--- src/rtl/alu_muldiv_seq_pkg.sv ---
// ---------------------------------------------------------------------------
// alu_muldiv_seq_pkg
// Shared definitions for the sequential multiply/divide unit:
//   - FUNC_W / alu_func_e : operation codes on issue_func
//   - alu_state_e         : sequencer state encoding
//   - DATA_W_DEF, MUL_LAT_DEF : default operand width and multiply latency
//   - func_is_mul / func_is_div : operation class helpers
// ---------------------------------------------------------------------------
package alu_muldiv_seq_pkg;

    localparam int DATA_W_DEF  = 32;
    localparam int MUL_LAT_DEF = 4;
    localparam int FUNC_W      = 3;

    typedef enum logic [FUNC_W-1:0] {
        FUNC_MULU = 3'd0,
        FUNC_MULS = 3'd1,
        FUNC_DIVU = 3'd2,
        FUNC_DIVS = 3'd3,
        FUNC_MTHI = 3'd4,
        FUNC_MTLO = 3'd5
    } alu_func_e;

    typedef enum logic [2:0] {
        ST_IDLE = 3'd0,
        ST_MUL  = 3'd1,
        ST_DIV  = 3'd2,
        ST_FIX  = 3'd3,
        ST_DONE = 3'd4
    } alu_state_e;

    function automatic logic func_is_mul(input alu_func_e f);
        return (f == FUNC_MULU) || (f == FUNC_MULS);
    endfunction

    function automatic logic func_is_div(input alu_func_e f);
        return (f == FUNC_DIVU) || (f == FUNC_DIVS);
    endfunction

endpackage

--- src/rtl/alu_divstep.sv ---
// ---------------------------------------------------------------------------
// alu_divstep
// One combinational restoring-division iteration on unsigned magnitudes.
//   i_rem      : partial remainder entering this step (always < divisor)
//   i_bit      : next dividend bit, MSB first
//   i_divisor  : divisor magnitude
//   o_rem      : partial remainder after this step
//   o_quot_bit : quotient bit produced by this step
// ---------------------------------------------------------------------------
module alu_divstep #(
    parameter int DATA_W = 32
) (
    input  logic [DATA_W-1:0] i_rem,
    input  logic              i_bit,
    input  logic [DATA_W-1:0] i_divisor,
    output logic [DATA_W-1:0] o_rem,
    output logic              o_quot_bit
);

    logic [DATA_W:0] w_shifted;
    logic [DATA_W:0] w_diff;

    assign w_shifted  = {i_rem, i_bit};
    assign w_diff     = w_shifted - {1'b0, i_divisor};
    // Since i_rem < divisor, a non-negative difference always fits in DATA_W
    // bits, so the extra MSB is a clean borrow flag.
    assign o_quot_bit = ~w_diff[DATA_W];
    assign o_rem      = o_quot_bit ? w_diff[DATA_W-1:0] : w_shifted[DATA_W-1:0];

endmodule

--- src/rtl/alu_muldiv_seq.sv ---
// ---------------------------------------------------------------------------
// alu_muldiv_seq
// Sequential HI/LO multiply/divide unit (MIPS-style mult/div/mthi/mtlo/mfhi/mflo).
// Optional feature macro: ALU_MULDIV_ABORT_EN adds the abort (pipeline flush) input.
// Ports:
//   clock, reset_n          : clock (rising edge), asynchronous active-low reset
//   issue_valid/issue_ready : operation handshake; ready only in IDLE
//   issue_func              : alu_func_e code
//   data1, data2            : rs/rt operands (mthi/mtlo use data1)
//   rd_req, rd_sel          : HI/LO read request, 1 = HI, 0 = LO
//   rd_data, rd_stall       : selected HI/LO, stall while busy
//   busy, done              : operation in flight, one-cycle completion pulse
//   abort                   : flush (only with ALU_MULDIV_ABORT_EN)
// ---------------------------------------------------------------------------
module alu_muldiv_seq
    import alu_muldiv_seq_pkg::*;
#(
    parameter int DATA_W  = DATA_W_DEF,
    parameter int MUL_LAT = MUL_LAT_DEF
) (
    input  logic              clock,
    input  logic              reset_n,
    input  logic              issue_valid,
    output logic              issue_ready,
    input  logic [FUNC_W-1:0] issue_func,
    input  logic [DATA_W-1:0] data1,
    input  logic [DATA_W-1:0] data2,
    input  logic              rd_req,
    input  logic              rd_sel,
    output logic [DATA_W-1:0] rd_data,
    output logic              rd_stall,
    output logic              busy,
    output logic              done
`ifdef ALU_MULDIV_ABORT_EN
    ,
    input  logic              abort
`endif
);

    localparam int CNT_MAX = (DATA_W > MUL_LAT) ? DATA_W : MUL_LAT;
    localparam int CNT_W   = $clog2(CNT_MAX) + 1;

    alu_state_e          r_state;
    alu_func_e           r_func;
    logic [DATA_W-1:0]   r_a;
    logic [DATA_W-1:0]   r_b;
    logic [DATA_W-1:0]   r_hi;
    logic [DATA_W-1:0]   r_lo;
    logic [CNT_W-1:0]    r_cnt;
    logic [DATA_W-1:0]   r_rem;
    logic [DATA_W-1:0]   r_quot;
    logic [DATA_W-1:0]   r_divisor;
    logic                r_neg_q;
    logic                r_neg_r;
    logic                r_dbz;
    logic                r_done;

    alu_func_e           w_func;
    logic                w_accept;
    logic                w_abort;
    logic                w_div_signed;
    logic [DATA_W-1:0]   w_mag1;
    logic [DATA_W-1:0]   w_mag2;
    logic                w_sext;
    logic [2*DATA_W-1:0] w_ext_a;
    logic [2*DATA_W-1:0] w_ext_b;
    logic [2*DATA_W-1:0] w_prod;
    logic [DATA_W-1:0]   w_step_rem;
    logic                w_step_q;
    logic [DATA_W-1:0]   w_fix_q;
    logic [DATA_W-1:0]   w_fix_r;

`ifdef ALU_MULDIV_ABORT_EN
    assign w_abort = abort;
`else
    assign w_abort = 1'b0;
`endif

    assign w_func      = alu_func_e'(issue_func);
    assign issue_ready = (r_state == ST_IDLE);
    assign w_accept    = issue_valid & issue_ready;
    assign busy        = (r_state != ST_IDLE);
    assign done        = r_done;
    assign rd_data     = rd_sel ? r_hi : r_lo;
    assign rd_stall    = rd_req & busy;

    // Divide works on magnitudes; signs are restored in FIX.
    assign w_div_signed = (w_func == FUNC_DIVS);
    assign w_mag1 = (w_div_signed && data1[DATA_W-1]) ? (-data1) : data1;
    assign w_mag2 = (w_div_signed && data2[DATA_W-1]) ? (-data2) : data2;

    // Single 2W x 2W multiplier: sign- or zero-extending both operands makes
    // the low 2W bits of the product correct for both signed and unsigned.
    assign w_sext  = (r_func == FUNC_MULS);
    assign w_ext_a = {{DATA_W{w_sext & r_a[DATA_W-1]}}, r_a};
    assign w_ext_b = {{DATA_W{w_sext & r_b[DATA_W-1]}}, r_b};
    assign w_prod  = w_ext_a * w_ext_b;

    // Dividend is held in r_quot and shifted out MSB-first while quotient
    // bits shift in from the bottom.
    alu_divstep #(
        .DATA_W (DATA_W)
    ) u_divstep (
        .i_rem      (r_rem),
        .i_bit      (r_quot[DATA_W-1]),
        .i_divisor  (r_divisor),
        .o_rem      (w_step_rem),
        .o_quot_bit (w_step_q)
    );

    assign w_fix_q = r_neg_q ? (-r_quot) : r_quot;
    assign w_fix_r = r_neg_r ? (-r_rem)  : r_rem;

    always_ff @(posedge clock or negedge reset_n) begin
        if (!reset_n) begin
            r_state   <= ST_IDLE;
            r_func    <= FUNC_MULU;
            r_a       <= '0;
            r_b       <= '0;
            r_hi      <= '0;
            r_lo      <= '0;
            r_cnt     <= '0;
            r_rem     <= '0;
            r_quot    <= '0;
            r_divisor <= '0;
            r_neg_q   <= 1'b0;
            r_neg_r   <= 1'b0;
            r_dbz     <= 1'b0;
            r_done    <= 1'b0;
        end else begin
            r_done <= 1'b0;
            case (r_state)
                ST_IDLE: begin
                    if (w_accept) begin
                        if (w_func == FUNC_MTHI) begin
                            r_hi <= data1;
                        end else if (w_func == FUNC_MTLO) begin
                            r_lo <= data1;
                        end else if (func_is_mul(w_func)) begin
                            r_func  <= w_func;
                            r_a     <= data1;
                            r_b     <= data2;
                            r_cnt   <= CNT_W'(MUL_LAT - 1);
                            r_state <= ST_MUL;
                        end else if (func_is_div(w_func)) begin
                            r_func    <= w_func;
                            r_a       <= data1;
                            r_b       <= data2;
                            r_rem     <= '0;
                            r_quot    <= w_mag1;
                            r_divisor <= w_mag2;
                            r_neg_q   <= w_div_signed & (data1[DATA_W-1] ^ data2[DATA_W-1]);
                            r_neg_r   <= w_div_signed & data1[DATA_W-1];
                            r_dbz     <= (data2 == '0);
                            r_cnt     <= CNT_W'(DATA_W - 1);
                            r_state   <= ST_DIV;
                        end
                        // Undefined function codes are accepted and dropped.
                    end
                end
                ST_MUL: begin
                    if (w_abort) begin
                        r_cnt   <= '0;
                        r_state <= ST_IDLE;
                    end else if (r_cnt == '0) begin
                        {r_hi, r_lo} <= w_prod;
                        r_done       <= 1'b1;
                        r_state      <= ST_DONE;
                    end else begin
                        r_cnt <= r_cnt - 1'b1;
                    end
                end
                ST_DIV: begin
                    if (w_abort) begin
                        r_cnt   <= '0;
                        r_state <= ST_IDLE;
                    end else begin
                        r_rem  <= w_step_rem;
                        r_quot <= {r_quot[DATA_W-2:0], w_step_q};
                        if (r_cnt == '0) begin
                            r_state <= ST_FIX;
                        end else begin
                            r_cnt <= r_cnt - 1'b1;
                        end
                    end
                end
                ST_FIX: begin
                    if (w_abort) begin
                        r_state <= ST_IDLE;
                    end else begin
                        // Divide by zero returns a fixed pattern rather than
                        // whatever the restoring loop left behind.
                        if (r_dbz) begin
                            r_hi <= r_a;
                            r_lo <= '1;
                        end else begin
                            r_hi <= w_fix_r;
                            r_lo <= w_fix_q;
                        end
                        r_done  <= 1'b1;
                        r_state <= ST_DONE;
                    end
                end
                ST_DONE: begin
                    r_state <= ST_IDLE;
                end
                default: begin
                    r_state <= ST_IDLE;
                end
            endcase
        end
    end

    // Operand B is only needed during the multiply; keep it referenced for
    // divides so the latch-on-accept behaviour is uniform.
    logic w_unused_b;
    assign w_unused_b = ^r_b;

endmodule

--- config.mk ---
export PLATFORM = sky130hd
export DESIGN_NAME = alu_muldiv_seq
export DESIGN_NICKNAME = d
export VERILOG_FILES = /design/src/rtl/alu_muldiv_seq_pkg.sv /design/src/rtl/alu_divstep.sv /design/src/rtl/alu_muldiv_seq.sv
export SDC_FILE = /design/constraint.sdc
export NUM_CORES = 2
export LEC_CHECK = 0
export CORE_ASPECT_RATIO = 1.5
export CORE_MARGIN = 10
export CORE_UTILIZATION = 65
export CTS_CLUSTER_DIAMETER = 120
export DETAILED_ROUTE_END_ITERATION = 8
export DONT_BUFFER_PORTS = 1
export MAX_ROUTING_LAYER = met4
export PLACE_DENSITY_LB_ADDON = 0.15
export SLEW_MARGIN = 5
export SYNTH_ARGS = -nofsm -noshare
export SYNTH_HDL_FRONTEND = slang
export SYNTH_SLANG_ARGS = --single-unit
--- constraint.sdc ---
create_clock -name clock -period 17.37 [get_ports clock]
set_clock_uncertainty 0.15 [all_clocks]
set_input_delay 1.737 -clock clock [delete_from_list [all_inputs] [get_ports clock]]
set_output_delay 1.737 -clock clock [all_outputs]
set_load 0.005 [all_outputs]
== After elaboration in Yosys (flattened, before gate mapping) ==
Cells that the tools add are included.
Widths: inputs -> output; s select.

* Flip-flop bits (word level): 240
* Input bits: 72
* Memory bits (read-only): 0
* Memories kept: 0
* Logic and storage cells: 125
* Bits in latches: 0
* Output and inout bits: 36
* Bits in writable memories: 0

* Bitwise logic cells: 11
* Divide/modulo/power cells: 0
* Magnitude comparators: 0
* Equal/unequal tests: 20
* Mux-type cells: 52
* Multiply operators: 1
* Shift operators: 0
* Add/subtract/negate cells: 6
* Reductions and logical operators: 21

{| class="wikitable"
|+ Operators by type and width
! operator !! number
|-
| $mux 32 || 29
|-
| $pmux 32 s3 || 2
|-
| $neg 32->32 || 4
|-
| $pmux 32 s2 || 2
|-
| $mul 33x33->64 || 1
|-
| $mux 6 || 6
|-
| $sub 33x32->33 || 1
|-
| $logic_not 32->1 || 1
|-
| $mux 3 || 9
|-
| $reduce_and 6->1 || 4
|-
| $eq 3x2->1 const B || 4
|-
| $ne 2x2->1 const B || 6
|-
| $pmux 3 s4 || 1
|-
| $pmux 6 s2 || 1
|-
| $reduce_and 5->1 || 2
|-
| $eq 3x1->1 const B || 3
|-
| $ne 2x1->1 const B || 4
|-
| $and 1x1->1 || 6
|-
| $eq 3x3->1 const B || 2
|-
| $logic_not 3->1 || 2
|-
| $logic_not 6->1 || 1
|-
| $reduce_bool 2->1 || 3
|-
| $reduce_bool 3->1 || 2
|-
| $sub 6x1->6 const B || 1
|-
| other kinds (9) || 14
|}

== Logic depth before layout (Yosys ltp) ==
* Depth after elaboration: 9
* Mapped depth: 31
* Mapped depth without buffers: 29

== Cells and area by module ==
A second synthesis with hierarchy kept.

* Cell total of the unflattened synthesis: 6157
* Area total of the unflattened synthesis: 53767.8 µm²

{| class="wikitable"
|+ Modules (own cells, without submodules)
! module !! sequential area each (µm²) !! area each (µm²) !! cells an instance !! instances
|-
| alu_muldiv_seq || 6005.8 || 51409.3 || 5852 || 1
|-
| alu_divstep || 0.0 || 2358.5 || 305 || 1
|}

== Least setup slack after synthesis ==
OpenSTA, ideal clock, no wires.

* Path kind: register to register
* From: reg r_func[1]
* To: reg r_hi[31]
* Required time: 17094 ps
* Slack: 8902 ps
* Period minus slack after synthesis: 8468 ps
* Arrival time: 8191 ps
* Path buffers: 1
* Library setup time: 126 ps
* Stages on the path, launching flop included: 30
* Cell sequence: dfrtp_1 > nor3b_1 > and2_1 > clkbuf_1 > nand2_1 > inv_1 > fa_1 > inv_1 > fa_1 > inv_1 > fa_1 > fa_1 > inv_1 > fa_1 > inv_1 > fa_1 > inv_1 > fa_1 > fa_1 > inv_1 > ha_1 > nand4_1 > or4_1 > nor2_1 > nand4_1 > a41oi_1 > o41ai_1 > nand2_1 > o21ai_0 > o32a_1

* Longest elaborated chain between the ends: 5
* Elaborated cells between the ends (all ways): 6
* Classes of those cells: mul: 1; eq/ne: 1; mux: 2; bitwise: 2

{| class="wikitable"
|+ RTL lines
! item !! RTL line !! source
|-
| start, declared || alu_muldiv_seq.sv:44 || <nowiki>alu_func_e r_func;</nowiki>
|-
| start signal, assigned || alu_muldiv_seq.sv:140 || <nowiki>r_func <= w_func;</nowiki>
|-
| start signal, assigned || alu_muldiv_seq.sv:146 || <nowiki>r_func <= w_func;</nowiki>
|-
| $eq 3x1->1 (*) || alu_muldiv_seq.sv:94 || <nowiki>assign w_sext = (r_func == FUNC_MULS);</nowiki>
|-
| $and 1x1->1 (on tied branches) || alu_muldiv_seq.sv:95, alu_muldiv_seq.sv:96 ||
|-
| $mul 33x33->64 (*) || alu_muldiv_seq.sv:97 || <nowiki>assign w_prod = w_ext_a * w_ext_b;</nowiki>
|-
| $mux 32 (*) || alu_muldiv_seq.sv:165 || <nowiki>end else if (r_cnt == '0) begin</nowiki>
|-
| $pmux 32 s3 (*) || alu_muldiv_seq.sv:132 || <nowiki>case (r_state)</nowiki>
|-
| end signal, assigned || alu_muldiv_seq.sv:136 || <nowiki>r_hi <= data1;</nowiki>
|-
| end signal, assigned || alu_muldiv_seq.sv:166 || <nowiki>{r_hi, r_lo} <= w_prod;</nowiki>
|-
| end signal, assigned || alu_muldiv_seq.sv:194 || <nowiki>r_hi <= r_a;</nowiki>
|-
| end, declared || alu_muldiv_seq.sv:47 || <nowiki>logic [DATA_W-1:0] r_hi;</nowiki>
|}

Every way passes the cells marked *; elsewhere a longest branch is shown, timed or not. The select of a mux whose other input is x is not followed.
A chain may end at the register's enable or synchronous reset.

== Worst setup path in the final report ==
* From: reg r_func[1]
* To: reg r_hi[26]

The elaborated chain is that of the path after synthesis.

==> flow_summary.json <==
{
  "min_period_ns": 9.98,
  "setup-tns-final_ns": 0,
  "root_buffer": "clkbuf_16",
  "via_per_inst": 6.05,
  "synthCells": 6170,
  "syn_avg_cell_area_um2": 8.65,
  "start_util": 0.656,
  "grt_pass1_vias": 45373,
  "required_ns": 17.70,
  "synth_cell_types": 81,
  "cp-end-kind": "register",
  "die_w_um": 254,
  "slew_headroom": 0.249,
  "num-nets-final": 7336,
  "gp_congestion": 0.990,
  "hold_viol_final": 0,
  "critical-path-slowest-cell": "fa_1",
  "port-buffer-count": 0,
  "yosys_warnings": 0,
  "dr_total_vias": 42069,
  "async_reset_ff_frac": 1.00,
  "slowest_delay_ns": 0.83,
  "drt-total-wl_mm": 158,
  "ys_ff_latch": 240,
  "grt-ovfl-total": 0,
  "synth_edf_count": 0,
  "drt-pass1-iter-count": 6,
  "slew_viol_final": 0,
  "critPathLaunchType": "register",
  "grt_util_all_layers": 0.357,
  "rsz0062_at_grt": "no",
  "hp-class": "reg -> reg",
  "antenna_left": 0,
  "cts.clk_slew.worst_paths_ns": 0.07,
  "cts_max_level": 1,
  "numClockSinks": 240,
  "clk_latency_ns": 0.58,
  "critPathMostFrequentCell": "fa_1",
  "yosysSeqAreaShare": 0.112,
  "fp.dieArea_um2": 94200,
  "syn_nets": 7618,
  "path_class": "reg -> reg",
  "hold_start": "r_lo[13]$_DFFE_PN0P_",
  "die_h_um": 371,
  "core_um2": 81400,
  "initialDrtViolationCount": 3276,
  "synth_ff_type": "dfrtp_1",
  "ctsHoldBuffers": 0,
  "antenna_found_initial": 6,
  "synth_area_um2": 53400,
  "clk_path_buf_depth": 3,
  "startpoint": "r_func[1]$_DFFE_PN0P_",
  "cts_resized": 0,
  "hpwl_mm": 126,
  "post_cts_buffers": 0,
  "grt_max_degree": 241,
  "max_freq_ghz": 0.100,
  "period_share": 0.575,
  "syn_to_final_growth_pct": 2.45,
  "drive_gt1_frac": 0.0322,
  "num_io_pins": 108,
  "worst_slew_pin_slew_ns": 1.13,
  "cts_buffers": 25,
  "finalSetupViolations": 0,
  "wire_per_inst_um": 22.7,
  "drcViolationCount": 0,
  "cts_tree": "yes",
  "status": "finished, final reports clean",
  "worst_r2r_startpoint": "r_func[1]$_DFFE_PN0P_",
  "cap_violations": 0,
  "rows": 128,
  "path_max_fanout": 21,
  "worstPathArrival_ns": 10.31,
  "grt_pass1_wl_mm": 251
}
-- cell usage after synthesis (40+ instances only) --
cell type,n,area [um2]
ha_1,250,3130
xnor2_1,118,1030
nor3_1,42,210
fa_1,1126,22500
nor2_1,176,661
inv_1,1212,4550
clkbuf_1,372,1400
a21oi_1,179,896
a21o_1,40,300
dfrtp_1,240,6010
and2_1,292,1830
xor2_1,91,797
o21ai_0,279,1400
nand2_1,1223,4590
-- final timing paths --
| check | endpoint | slack [ns] | depth (start not counted) |
|---|---|---|---|
| min in group asynchronous | r_quot[14]$_DFFE_PN0P_ | 0.71 | 0 |
| max in group asynchronous | r_b[15]$_DFFE_PN0P_ | 15.70 | 0 |
| max reg2reg | r_hi[26]$_DFFE_PN0P_ | 7.39 | 28 |
| min | r_lo[13]$_DFFE_PN0P_ | 0.33 | 2 |
| min reg2reg | r_lo[13]$_DFFE_PN0P_ | 0.33 | 2 |
| max | r_hi[26]$_DFFE_PN0P_ | 7.39 | 28 |
-- state kept, by name, summed over array words and instances (netlist names), 3 cells and up --
name,cells
r_quot,32
r_b,32
r_state,3
r_cnt,6
r_rem,32
r_a,32
r_lo,32
r_hi,32
r_divisor,32
r_func,3
-- cell families after synthesis --
kind of cell / synth area share
AND/OR/NAND/NOR: 0.158
buffers and inverters: 0.114
adder cells (fa/ha/maj): 0.481
AO/OA/AOI/OAI: 0.0874
flip-flops: 0.112
XOR/XNOR: 0.0343
multiplexers: 0.0131
-- metal layers --
metal,vias to the layer above,part of all wire,routed length [um],GRT usage
met5,-,0,0,-
met4,0,0.080,12700,0.233
met3,685,0.068,10800,0.0466
met2,1957,0.52,81600,0.616
met1,21379,0.33,52800,0.382
li1,18048,-,-,-
-- final cells by class --
class	instances	area, um2
Tap cell	1040	1300
Clock inverter	11	148
Antenna cell	5	12.5
Clock buffer	35	733
Multi-Input combinational cell	4330	41400
Timing Repair Buffer	77	578
Inverter	1214	4560
Sequential cell	240	6010
Fill cell	6818	26700
-- worst max-delay path, delay by kind of cell, from the launching register on --
kind | cells | cell delay [ns]
adder cells (fa/ha/maj) | 9 | 4.59
AO/OA/AOI/OAI | 6 | 1.92
AND/OR/NAND/NOR | 5 | 1.44
buffers and inverters | 8 | 1.35
flip-flops | 1 | 0.39
-- cell usage in the layout (no fill, tap or decap), types with 25 or more instances in the layout --
cell and n:
ha_1 250, clkbuf_16 25, nor2_1 175, fa_1 1126
a21oi_1 178, buf_4 77, and3_1 26, mux2i_1 33
nand2_1 1221, o21ai_0 279, and2_1 292, nand3_1 32
o31ai_1 36, mux2_2 33, a21o_1 39, xnor2_1 118
nor3_1 41, xor2_1 91, dfrtp_1 233, inv_1 1211
-- through the flow --
stage | util | cell area (um2) | setup WS (ns) | std cells | hold WS (ns)
after floorplan | - | 53400 | 8.90 | 6170 | 0.288
after global placement | 0.661 | 53800 | 7.74 | 6901 | 0.304
after detailed placement | 0.661 | 53800 | 7.44 | 6901 | 0.310
after CTS | 0.672 | 54700 | 7.40 | 6947 | 0.327
after global routing | 0.672 | 54700 | 6.72 | 6952 | 0.339
final | 0.672 | 54700 | 7.39 | 6952 | 0.325
Power is left out: the tool's default activity adds up to more than one toggle a clock period on the data nets, which glitch-free logic cannot reach.
